===== config.mk =====
export PLATFORM = sky130hd
export DESIGN_NAME = alu_pipe
export DESIGN_NICKNAME = d
export VERILOG_FILES = /design/src/rtl/alu_pkg.sv /design/src/rtl/alu_div_seq.sv /design/src/rtl/alu_pipe.sv
export SDC_FILE = /design/constraint.sdc
export NUM_CORES = 1
export LEC_CHECK = 0
export CAP_MARGIN = 20
export CORE_MARGIN = 10
export CORE_UTILIZATION = 45
export DETAILED_ROUTE_END_ITERATION = 10
export HOLD_SLACK_MARGIN = 0.1
export SYNTH_ARGS = -nofsm -noshare
export SYNTH_HDL_FRONTEND = slang
export SYNTH_SLANG_ARGS = --single-unit

===== constraint.sdc =====
create_clock -name i_clk -period 9 [get_ports i_clk]
set_input_delay 0.9 -clock i_clk [delete_from_list [all_inputs] [get_ports i_clk]]
set_output_delay 0.9 -clock i_clk [all_outputs]
set_load 0.03 [all_outputs]

===== src/rtl/alu_pkg.sv =====
// Shared types and constants for the pipelined ALU.
//   alu_op_e    : 4-bit opcode encoding on i_alu_fun
//   alu_state_e : control FSM states (IDLE accepts work, BUSY runs a divide)
//   CMP_*_CODE  : result codes returned by the compare opcodes
package alu_pkg;

  typedef enum logic [3:0] {
    OP_ADD  = 4'h0,
    OP_SUB  = 4'h1,
    OP_MUL  = 4'h2,
    OP_DIV  = 4'h3,
    OP_AND  = 4'h4,
    OP_OR   = 4'h5,
    OP_NAND = 4'h6,
    OP_NOR  = 4'h7,
    OP_XOR  = 4'h8,
    OP_XNOR = 4'h9,
    OP_CMPE = 4'hA,
    OP_CMPG = 4'hB,
    OP_CMPL = 4'hC,
    OP_SLL  = 4'hD,
    OP_SLR  = 4'hE,
    OP_ROT  = 4'hF
  } alu_op_e;

  typedef enum logic {
    IDLE = 1'b0,
    BUSY = 1'b1
  } alu_state_e;

  localparam logic [1:0] CMP_EQ_CODE = 2'd1;
  localparam logic [1:0] CMP_GT_CODE = 2'd2;
  localparam logic [1:0] CMP_LT_CODE = 2'd3;

endpackage


===== src/rtl/alu_div_seq.sv =====
// Restoring unsigned divider, one quotient bit per clock.
// The first quotient bit is produced on the start edge itself, so a divide
// launched at edge N finishes its W-th iteration at edge N+W-1 and 'done'
// is high for the one cycle that follows. Quotient/remainder then hold until
// the next start.
// Ports:
//   clk, rst_n          clock (rising edge), asynchronous active-low reset
//   start               load operands and perform the first iteration
//   dividend, divisor   W-bit unsigned operands (divisor must be non-zero)
//   done                1-cycle pulse, quotient/remainder are final
//   quotient, remainder W-bit results
module alu_div_seq #(
  parameter int W = 8
) (
  input  logic         clk,
  input  logic         rst_n,
  input  logic         start,
  input  logic [W-1:0] dividend,
  input  logic [W-1:0] divisor,
  output logic         done,
  output logic [W-1:0] quotient,
  output logic [W-1:0] remainder
);

  localparam int CW = $clog2(W);

  logic [W-1:0]  div_r;
  logic [CW-1:0] cnt;
  logic          busy;

  logic [W-1:0]  src_rem, src_quo, src_div;
  logic [W:0]    shifted, trial;
  logic [W-1:0]  nxt_rem, nxt_quo;

  // One restoring step; on the start edge it works on the fresh operands.
  always_comb begin
    src_rem = start ? '0 : remainder;
    src_quo = start ? dividend : quotient;
    src_div = start ? divisor : div_r;
    shifted = {src_rem, src_quo[W-1]};
    trial   = shifted - {1'b0, src_div};
    if (!trial[W]) begin
      nxt_rem = trial[W-1:0];
      nxt_quo = {src_quo[W-2:0], 1'b1};
    end else begin
      nxt_rem = shifted[W-1:0];
      nxt_quo = {src_quo[W-2:0], 1'b0};
    end
  end

  always_ff @(posedge clk or negedge rst_n) begin
    if (!rst_n) begin
      busy      <= 1'b0;
      done      <= 1'b0;
      cnt       <= '0;
      div_r     <= '0;
      quotient  <= '0;
      remainder <= '0;
    end else begin
      done <= 1'b0;
      if (start) begin
        div_r     <= divisor;
        quotient  <= nxt_quo;
        remainder <= nxt_rem;
        cnt       <= CW'(W - 1);
        busy      <= 1'b1;
      end else if (busy) begin
        quotient  <= nxt_quo;
        remainder <= nxt_rem;
        cnt       <= cnt - CW'(1);
        if (cnt == CW'(1)) begin
          busy <= 1'b0;
          done <= 1'b1;
        end
      end
    end
  end

endmodule


===== src/rtl/alu_pipe.sv =====
// Pipelined ALU with valid/ready handshake and zero/error flags.
// Operands are captured at accept (stage p0); single-cycle ops register their
// result one edge later. A divide with a non-zero divisor runs on alu_div_seq
// while the FSM sits in BUSY with o_ready low; its result is registered one
// edge after the FSM returns to IDLE (accept at N -> o_valid at N+W+1).
// Optional feature macro ALU_VAR_SHIFT_EN: variable shift amount from
// i_operan_b and opcode 4'hF becomes a rotate (i_operan_b[$clog2(W)] = 1 selects
// rotate-right, otherwise rotate-left). Without it, shifts are by one and 4'hF
// is an illegal opcode.
// Ports:
//   i_clk, i_arst_n           clock (rising edge), asynchronous active-low reset
//   i_valid / o_ready         request handshake, accept = i_valid & o_ready
//   i_alu_fun                 opcode (alu_op_e)
//   i_operan_a, i_operan_b    W-bit unsigned operands
//   o_alu_res                 2W-bit result, held between completions
//   o_valid                   1-cycle completion pulse
//   o_zero, o_err             result-is-zero, divide-by-zero/illegal-opcode
module alu_pipe
  import alu_pkg::*;
#(
  parameter int W   = 8,
  parameter int FUN = 4
) (
  input  logic           i_clk,
  input  logic           i_arst_n,
  input  logic           i_valid,
  output logic           o_ready,
  input  logic [FUN-1:0] i_alu_fun,
  input  logic [W-1:0]   i_operan_a,
  input  logic [W-1:0]   i_operan_b,
  output logic [2*W-1:0] o_alu_res,
  output logic           o_valid,
  output logic           o_zero,
  output logic           o_err
);

  localparam int RW = 2 * W;

  function automatic logic [RW-1:0] zext(input logic [W-1:0] v);
    return {{W{1'b0}}, v};
  endfunction

  alu_state_e    state;
  alu_op_e       op_in;
  logic          accept, div_start;

  alu_op_e       op_p0;
  logic [W-1:0]  a_p0, b_p0;
  logic          vld_p0;

  logic          div_done;
  logic [W-1:0]  div_quo, div_rem;
  logic [RW-1:0] div_res;
  logic          div_vld_p1;

  logic [RW-1:0] a_x, b_x, res_p0;
  logic          err_p0;
  logic [W-1:0]  shl_p0, shr_p0;
`ifdef ALU_VAR_SHIFT_EN
  localparam int SW = $clog2(W);
  logic [SW-1:0] amt_p0;
  logic [W-1:0]  rol_p0, ror_p0;
`endif

  assign accept    = i_valid & o_ready;
  assign op_in     = alu_op_e'(i_alu_fun);
  // A zero divisor never enters BUSY; it completes through the 1-cycle path.
  assign div_start = accept && (op_in == OP_DIV) && (i_operan_b != '0);
  assign div_res   = {div_rem, div_quo};

  alu_div_seq #(.W(W)) u_div (
    .clk       (i_clk),
    .rst_n     (i_arst_n),
    .start     (div_start),
    .dividend  (i_operan_a),
    .divisor   (i_operan_b),
    .done      (div_done),
    .quotient  (div_quo),
    .remainder (div_rem)
  );

  // ---- stage p0: operand capture at accept ----
  always_ff @(posedge i_clk) begin
    if (accept) begin
      op_p0 <= op_in;
      a_p0  <= i_operan_a;
      b_p0  <= i_operan_b;
    end
  end

  always_comb begin
    a_x    = zext(a_p0);
    b_x    = zext(b_p0);
    res_p0 = '0;
    err_p0 = 1'b0;
`ifdef ALU_VAR_SHIFT_EN
    amt_p0 = b_p0[SW-1:0];
    shl_p0 = a_p0 << amt_p0;
    shr_p0 = a_p0 >> amt_p0;
    // Amount 0 shifts the wrap-around term out entirely, leaving A unchanged.
    rol_p0 = shl_p0 | (a_p0 >> (W - int'(amt_p0)));
    ror_p0 = shr_p0 | (a_p0 << (W - int'(amt_p0)));
`else
    shl_p0 = a_p0 << 1;
    shr_p0 = a_p0 >> 1;
`endif
    case (op_p0)
      OP_ADD:  res_p0 = a_x + b_x;
      OP_SUB:  res_p0 = a_x - b_x;
      OP_MUL:  res_p0 = a_x * b_x;
      OP_DIV:  begin
        res_p0 = '1;
        err_p0 = 1'b1;
      end
      OP_AND:  res_p0 = zext(a_p0 & b_p0);
      OP_OR:   res_p0 = zext(a_p0 | b_p0);
      OP_NAND: res_p0 = zext(~(a_p0 & b_p0));
      OP_NOR:  res_p0 = zext(~(a_p0 | b_p0));
      OP_XOR:  res_p0 = zext(a_p0 ^ b_p0);
      OP_XNOR: res_p0 = zext(~(a_p0 ^ b_p0));
      OP_CMPE: res_p0 = (a_p0 == b_p0) ? RW'(CMP_EQ_CODE) : '0;
      OP_CMPG: res_p0 = (a_p0 >  b_p0) ? RW'(CMP_GT_CODE) : '0;
      OP_CMPL: res_p0 = (a_p0 <  b_p0) ? RW'(CMP_LT_CODE) : '0;
      OP_SLL:  res_p0 = zext(shl_p0);
      OP_SLR:  res_p0 = zext(shr_p0);
      OP_ROT:  begin
`ifdef ALU_VAR_SHIFT_EN
        res_p0 = zext(b_p0[SW] ? ror_p0 : rol_p0);
`else
        err_p0 = 1'b1;
`endif
      end
      default: err_p0 = 1'b1;
    endcase
  end

  // ---- stage p1: FSM, completion and output/flag registers ----
  always_ff @(posedge i_clk or negedge i_arst_n) begin
    if (!i_arst_n) begin
      state      <= IDLE;
      o_ready    <= 1'b1;
      vld_p0     <= 1'b0;
      div_vld_p1 <= 1'b0;
      o_valid    <= 1'b0;
      o_alu_res  <= '0;
      o_zero     <= 1'b0;
      o_err      <= 1'b0;
    end else begin
      vld_p0     <= 1'b0;
      div_vld_p1 <= 1'b0;
      o_valid    <= 1'b0;
      case (state)
        IDLE: begin
          if (div_start) begin
            state   <= BUSY;
            o_ready <= 1'b0;
          end else if (accept) begin
            vld_p0 <= 1'b1;
          end
        end
        BUSY: begin
          if (div_done) begin
            state      <= IDLE;
            o_ready    <= 1'b1;
            div_vld_p1 <= 1'b1;
          end
        end
        default: begin
          state   <= IDLE;
          o_ready <= 1'b1;
        end
      endcase
      // The two completion sources are never active in the same cycle.
      if (vld_p0) begin
        o_alu_res <= res_p0;
        o_zero    <= (res_p0 == '0);
        o_err     <= err_p0;
        o_valid   <= 1'b1;
      end else if (div_vld_p1) begin
        o_alu_res <= div_res;
        o_zero    <= (div_res == '0);
        o_err     <= 1'b0;
        o_valid   <= 1'b1;
      end
    end
  end

endmodule


# Yosys cells after proc, flatten, opt, wreduce, memory -nomap -nowiden
# Index checks and enable logic that the tools add are counted.
# totals
register_bits	72
# op_classes
bitwise	8
muxes	41
n_lt_le_gt_ge	2
mul	1
n_eq_ne	20
reduce_logical	10
n_addsub	4
# ops
op	count
$pmux 16 s15	1
$mux 8	8
$eq 4x4->1 const B	8
$logic_not 16->1	2
$mux 16	2
$mux 1	24
$not 8->8	3
$eq 4x3->1 const B	4
$mul 8x8->16	1
$eq 4x2->1 const B	3
$add 8x8->9	1
$sub 8x8->9	1
$sub 9x8->9	1
$and 8x8->8	1
$eq 8x8->1	1
$gt 8x8->1	1
$lt 8x8->1	1
$or 8x8->8	1
$reduce_bool 8->1	1
$xor 8x8->8	1
$mux 3	2
$eq 4x1->1 const B	1
$logic_not 4->1	1
$mux 2	2
other kinds (10)	14

# Depth between registers and ports, before layout
# logic_depth
ltp_word	8
mapped_depth	19
mapped_depth_nobuf	19

# Hierarchy
# From an unflattened synthesis, not the netlist that was laid out.
# unflattened
hier_cells	806
hier_area_um2	7201.9
# by_module_without_submodules
mod	cells_per_inst	instances	area_each_um2
alu_pipe	633	1	5480.3
alu_div_seq	173	1	1721.7

# Worst setup path before layout
# OpenSTA, ideal clock, no wires.
# synth_timing
path_type	input to register
start	input port i_valid
end	register u_div.remainder[6]
setup_time_ps	128
setup_slack_ps	4150
arrival_ps	4722
cell_stages	16
path_cell_list	and2_1 -> and3_1 -> clkbuf_1 -> buf_1 -> mux2i_1 -> inv_1 -> fa_1 -> nor2b_1 -> o21ai_1 -> a21boi_1 -> o31ai_1 -> a21oi_1 -> buf_2 -> mux2_2 -> a211oi_1 -> nor3_1
# synth_between
elab_chain_len	8
elab_cells_between_ends	11
cone_classes	add/sub: 1; mux: 6; bitwise: 1; reduce/logical: 3
# synth_lines
item	line	source
from (decl)	alu_pipe.sv:26	input logic i_valid,
$and 1x1->1 (*)	alu_pipe.sv:65	assign accept = i_valid & o_ready;
$logic_and 1x1->1 (*) (2 in a row)	alu_pipe.sv:68	assign div_start = accept && (op_in == OP_DIV) && (i_operan_b != '0);
$mux 8 (*)	alu_div_seq.sv:39	src_div = start ? divisor : div_r;
named net u_div.src_div[1]	alu_div_seq.sv:31	logic [W-1:0] src_rem, src_quo, src_div;
$sub 9x8->9 (*)	alu_div_seq.sv:41	trial = shifted - {1'b0, src_div};
$mux 8 (*)	alu_div_seq.sv:42	if (!trial[W]) begin
$mux 8	alu_div_seq.sv:67	end else if (busy) begin
$mux 8 (*)	alu_div_seq.sv:61	if (start) begin
to (signal assigned)	alu_div_seq.sv:64	remainder <= nxt_rem;
to (signal assigned)	alu_div_seq.sv:69	remainder <= nxt_rem;
to (decl)	alu_div_seq.sv:22	output logic [W-1:0] remainder
# The timed path passes the listed nets; every way through them passes the cells marked *. The select of a mux whose other input is x is not followed.
# A chain may end at the register's enable or synchronous reset.

# Worst setup path in the final report
# layout_timing
start	input port i_valid
end	register u_div.remainder[0]
# layout_between
elab_chain_len	8
elab_cells_between_ends	11
cone_classes	add/sub: 1; mux: 6; bitwise: 1; reduce/logical: 3
# layout_lines
item	line	source
$and 1x1->1 (*)	alu_pipe.sv:65	
named net accept	alu_pipe.sv:45	logic accept, div_start;
$logic_and 1x1->1 (*) (2 in a row)	alu_pipe.sv:68	
$mux 8 (*)	alu_div_seq.sv:39	
named net u_div.src_div[0]	alu_div_seq.sv:31	
$sub 9x8->9 (*)	alu_div_seq.sv:41	
$mux 8 (*)	alu_div_seq.sv:42	
$mux 8	alu_div_seq.sv:67	
$mux 8 (*)	alu_div_seq.sv:61	
# Marks and branches as above.

==> run summary <==
- most common flop cell mapped by yosys: sky130_fd_sc_hd__dfrtp_1
- Min-Delay Path Class: reg -> reg
- multiplexer share of the synthesized area: 0.0495
- part of the total power dissipated in combinational logic: 0.023
- Hold-fix buffers, CTS: 0
- Post-Synth Adder-Cell Area: 0.232
- total detailed-routing wirelength: 21100 um
- synthesized-area fraction occupied by ao, oa, aoi and oai cells: 0.169
- nets: 964
- total inserted antenna cells: 0
- unrepaired setup endpoints after global routing: no
- Synth Area in XOR/XNOR: 0.0367
- post-synthesis net count: 939
- dominant cells by area after synthesis: sky130_fd_sc_hd__dfrtp_1, sky130_fd_sc_hd__ha_1, sky130_fd_sc_hd__fa_1
- WL met1: 9700 um
- post-synthesis share of cell area spent on and, or, nand and nor gates: 0.174
- Avg Synthesized Cell Area: 8.86 um^2
- final number of hold-violating endpoints: 0
- Sw Share: 0.197
- sum of met3 wire segment lengths after detailed routing: 997 um
- antenna viol nets, final: 0
- post-CTS setup buffers: 0
- dominant cell type by count on the critical path: sky130_fd_sc_hd__nand2_1
- Area Growth Syn to Fin: 12.6%
- global-route wire length before repair: 34200 um
- Async S/R FF share, synth: 0.722
- main combinational cell family by area after synthesis: adder cells
- number of standard-cell rows in the floorplan: 46
- fraction of final layout cells sized beyond drive strength 1: 0.0442
- clock period minus final worst setup slack: 5.97 ns
- Worst setup SP type: input pin
- Met2 Wirelength: 9990 um
- number of standard cells after synthesis: 807
- transition time at the pin with the least slew margin: 1.08 ns
- post-DR vias/cell: 5.75
- Max stage delay on crit path: 0.79 ns
- worst clock skew: 0.00813 ns
- NetSw: 0.152 mW
- number of synthesized flops with an enable pin: 20
- die area: 21300 um^2
- Detailed Place HPWL: 16400 um
- number of design rule violations left after detail routing: 0
- Critical Path Sink Type: flop
- outcome: finished clean
- insertion delay to the later sink of the worst-skew pair: 0.34 ns
- Max transition margin: 0.275
- clock sink count: 72
- fraction of the cycle the final worst path needs: 0.663
- kind of cell with the highest combined delay on the critical path: simple AND/OR/NAND/NOR gates
- maximum fanout encountered on the critical timing path: 23
- areal power density over the cells: 95.3 nW/um^2
- x dimension of the die: 146 um
- Critical Path RT: 9.25 ns
- Num CTS Buffers: 9
- Slowest cell on crit path: sky130_fd_sc_hd__and2_1
- share of Yosys cell area claimed by the top area cell type: 0.178
- Seq cells post-synth: 72
- Clock power frac: 0.539
- number of antenna violations at the first check in global routing: 0
- Root Buffer: sky130_fd_sc_hd__clkbuf_16
- FMAX: 168 MHz
- largest net degree at the start of global routing: 53
- clock tree from TritonCTS: yes
- height of the die: 146 um
- synth cell count leaders: sky130_fd_sc_hd__inv_1, sky130_fd_sc_hd__nor2_1, sky130_fd_sc_hd__ha_1, sky130_fd_sc_hd__nand2_1, sky130_fd_sc_hd__dfrtp_1
- effective utilization at floorplan: 0.455
- number of distinct library cells after synthesis: 72
- H-Tree Level Count: 3
- Buffers on Ports: 42
- maximum clock path buffer count: 2
- Buffers & Inverters on Critical Path: 1
- most common cell in the netlist: sky130_fd_sc_hd__inv_1
- gpl congestion: 0.960
- max-capacitance violation count: 0
- number of detailed-routing iterations run before antenna repair: 5
- cell type contributing the most total cell area after synthesis: sky130_fd_sc_hd__dfrtp_1
- sequential element share of the synthesized area: 0.266
- Iteration-0 DRC Markers: 497
- cell chain of the critical path: clkdlybuf4s50_1, and2_1, nand3_1, nand2_1, nand2_1, ha_1, fa_1, nor2b_1, o21ai_1, a21boi_1, o31ai_1, a21oi_1, xor2_1, mux2_2, o21ai_0
- Power Total: 0.768 mW
- Gates resized, CTS repair: 0
- via count of the first global-routing pass: 6032
- core box area: 15700 um^2
- Internal Dissipation: 0.616 mW
- routed via count: 6052
- kind of critical path: in -> reg
- summed negative setup slack over all endpoints: 0 ns
- total routing usage reported by global routing: 0.198
- post-synthesis cell area: 7150 um^2
- synth warn: 0
- P_leak: 3.52 nW
- final setup fails: 0
- WL per Instance: 20.0 um
- highest routing layer actually used: met4
- arrival time at the worst endpoint: 6.22 ns
- clock-pin slew on the worst setup and hold paths: 0.06 ns
- Congestion Overflow GR: 0
- IO Count: 43
- sequential fraction of design power: 0.438
- count of pins over their slew limit: 0
- maximum vdd ir drop: 0.0986 mV
-- power by group through the flow --
stage               Clock, mW  Combinational (mW)  Sequential (mW)
floorplan                   0            0.000474            0.343
global placement            0              0.0180            0.342
detailed placement          0              0.0183            0.342
CTS                     0.418              0.0183            0.336
global route            0.432              0.0195            0.336
finish                  0.414              0.0179            0.336
-- state kept, by name, indices dropped and copies added (netlist names), 3 cells and up --
name,flops
op_p0,4
u_div.remainder,8
b_p0,8
u_div.div_r,8
a_p0,8
o_alu_res,16
u_div.quotient,8
u_div.cnt,3
-- tightest hold or removal path: cells and delay by family (launching register included) --
kind	cells	cell delay (ns)
AND/OR/NAND/NOR	2	0.12
flip-flops	1	0.33
-- final timing paths --
kind / from / to / slack [ns] / depth (start not counted)
max: i_valid / u_div.remainder[0] / 3.03 / 15
min: u_div.div_r[0] / u_div.div_r[0] / 0.48 / 2
max reg2reg: o_ready / u_div.remainder[0] / 3.51 / 14
min reg2reg: u_div.div_r[0] / u_div.div_r[0] / 0.48 / 2
max in group asynchronous: i_arst_n / o_alu_res[5] / 7.84 / 2
min in group asynchronous: i_arst_n / u_div.cnt[2] / 0.69 / 2
-- metal layers --
layer,vias up,track usage
li1,2869,-
met1,2979,0.272
met2,180,0.320
met3,24,0.0284
met4,0,0.0516
met5,-,0
-- through the flow --
stage                     instances   util  cell area [um^2]  worst slack, ns  hold WS, ns
after floorplan                 807      -              7150             4.15        0.446
after global placement         1037  0.491              7710             2.95        0.479
after detailed placement       1037  0.491              7710             2.73        0.473
after CTS                      1053  0.512              8050             3.06        0.486
after global routing           1053  0.512              8050             2.50        0.525
final                          1053  0.512              8050             3.03        0.484
-- placed cells by master, fill, tap and decap left out, types with 7 or more instances in the layout --
| cell | instances |
|---|---|
| sky130_fd_sc_hd__nor4_1 | 10 |
| sky130_fd_sc_hd__edfxtp_1 | 20 |
| sky130_fd_sc_hd__mux2i_1 | 32 |
| sky130_fd_sc_hd__xnor2_1 | 24 |
| sky130_fd_sc_hd__ha_1 | 70 |
| sky130_fd_sc_hd__nor3_1 | 8 |
| sky130_fd_sc_hd__buf_4 | 7 |
| sky130_fd_sc_hd__and2_1 | 10 |
| sky130_fd_sc_hd__a211oi_1 | 13 |
| sky130_fd_sc_hd__nand2_1 | 70 |
| sky130_fd_sc_hd__o211ai_1 | 10 |
| sky130_fd_sc_hd__nor2_1 | 82 |
| sky130_fd_sc_hd__o21ai_0 | 37 |
| sky130_fd_sc_hd__clkbuf_16 | 9 |
| sky130_fd_sc_hd__clkdlybuf4s50_1 | 41 |
| sky130_fd_sc_hd__nor2b_1 | 18 |
| sky130_fd_sc_hd__dfrtp_1 | 51 |
| sky130_fd_sc_hd__inv_1 | 89 |
| sky130_fd_sc_hd__nand2b_1 | 15 |
| sky130_fd_sc_hd__fa_1 | 39 |
| sky130_fd_sc_hd__nand3_1 | 13 |
| sky130_fd_sc_hd__a21oi_1 | 33 |
-- cell type report --
class,instances,area (um^2)
Fill cell,1488,7660
Multi-Input combinational cell,608,4720
Sequential cell,72,1900
Timing Repair Buffer,49,468
Inverter,92,345
Tap cell,216,270
Clock buffer,9,225
Clock inverter,7,118
-- cell families (layout without fill, tap and decap cells) --
logic type                 after synthesis  after routing
AOI/OAI and AO/OA                      177            177
xor gates and xnor gates                30             30
adders and majority gates              109            109
buffers and inverters                  127            157
DFF                                     72             72
muxes                                   35             35
and+or+nand+nor                        257            257
Note: power is estimated with default switching activity, not from simulation.
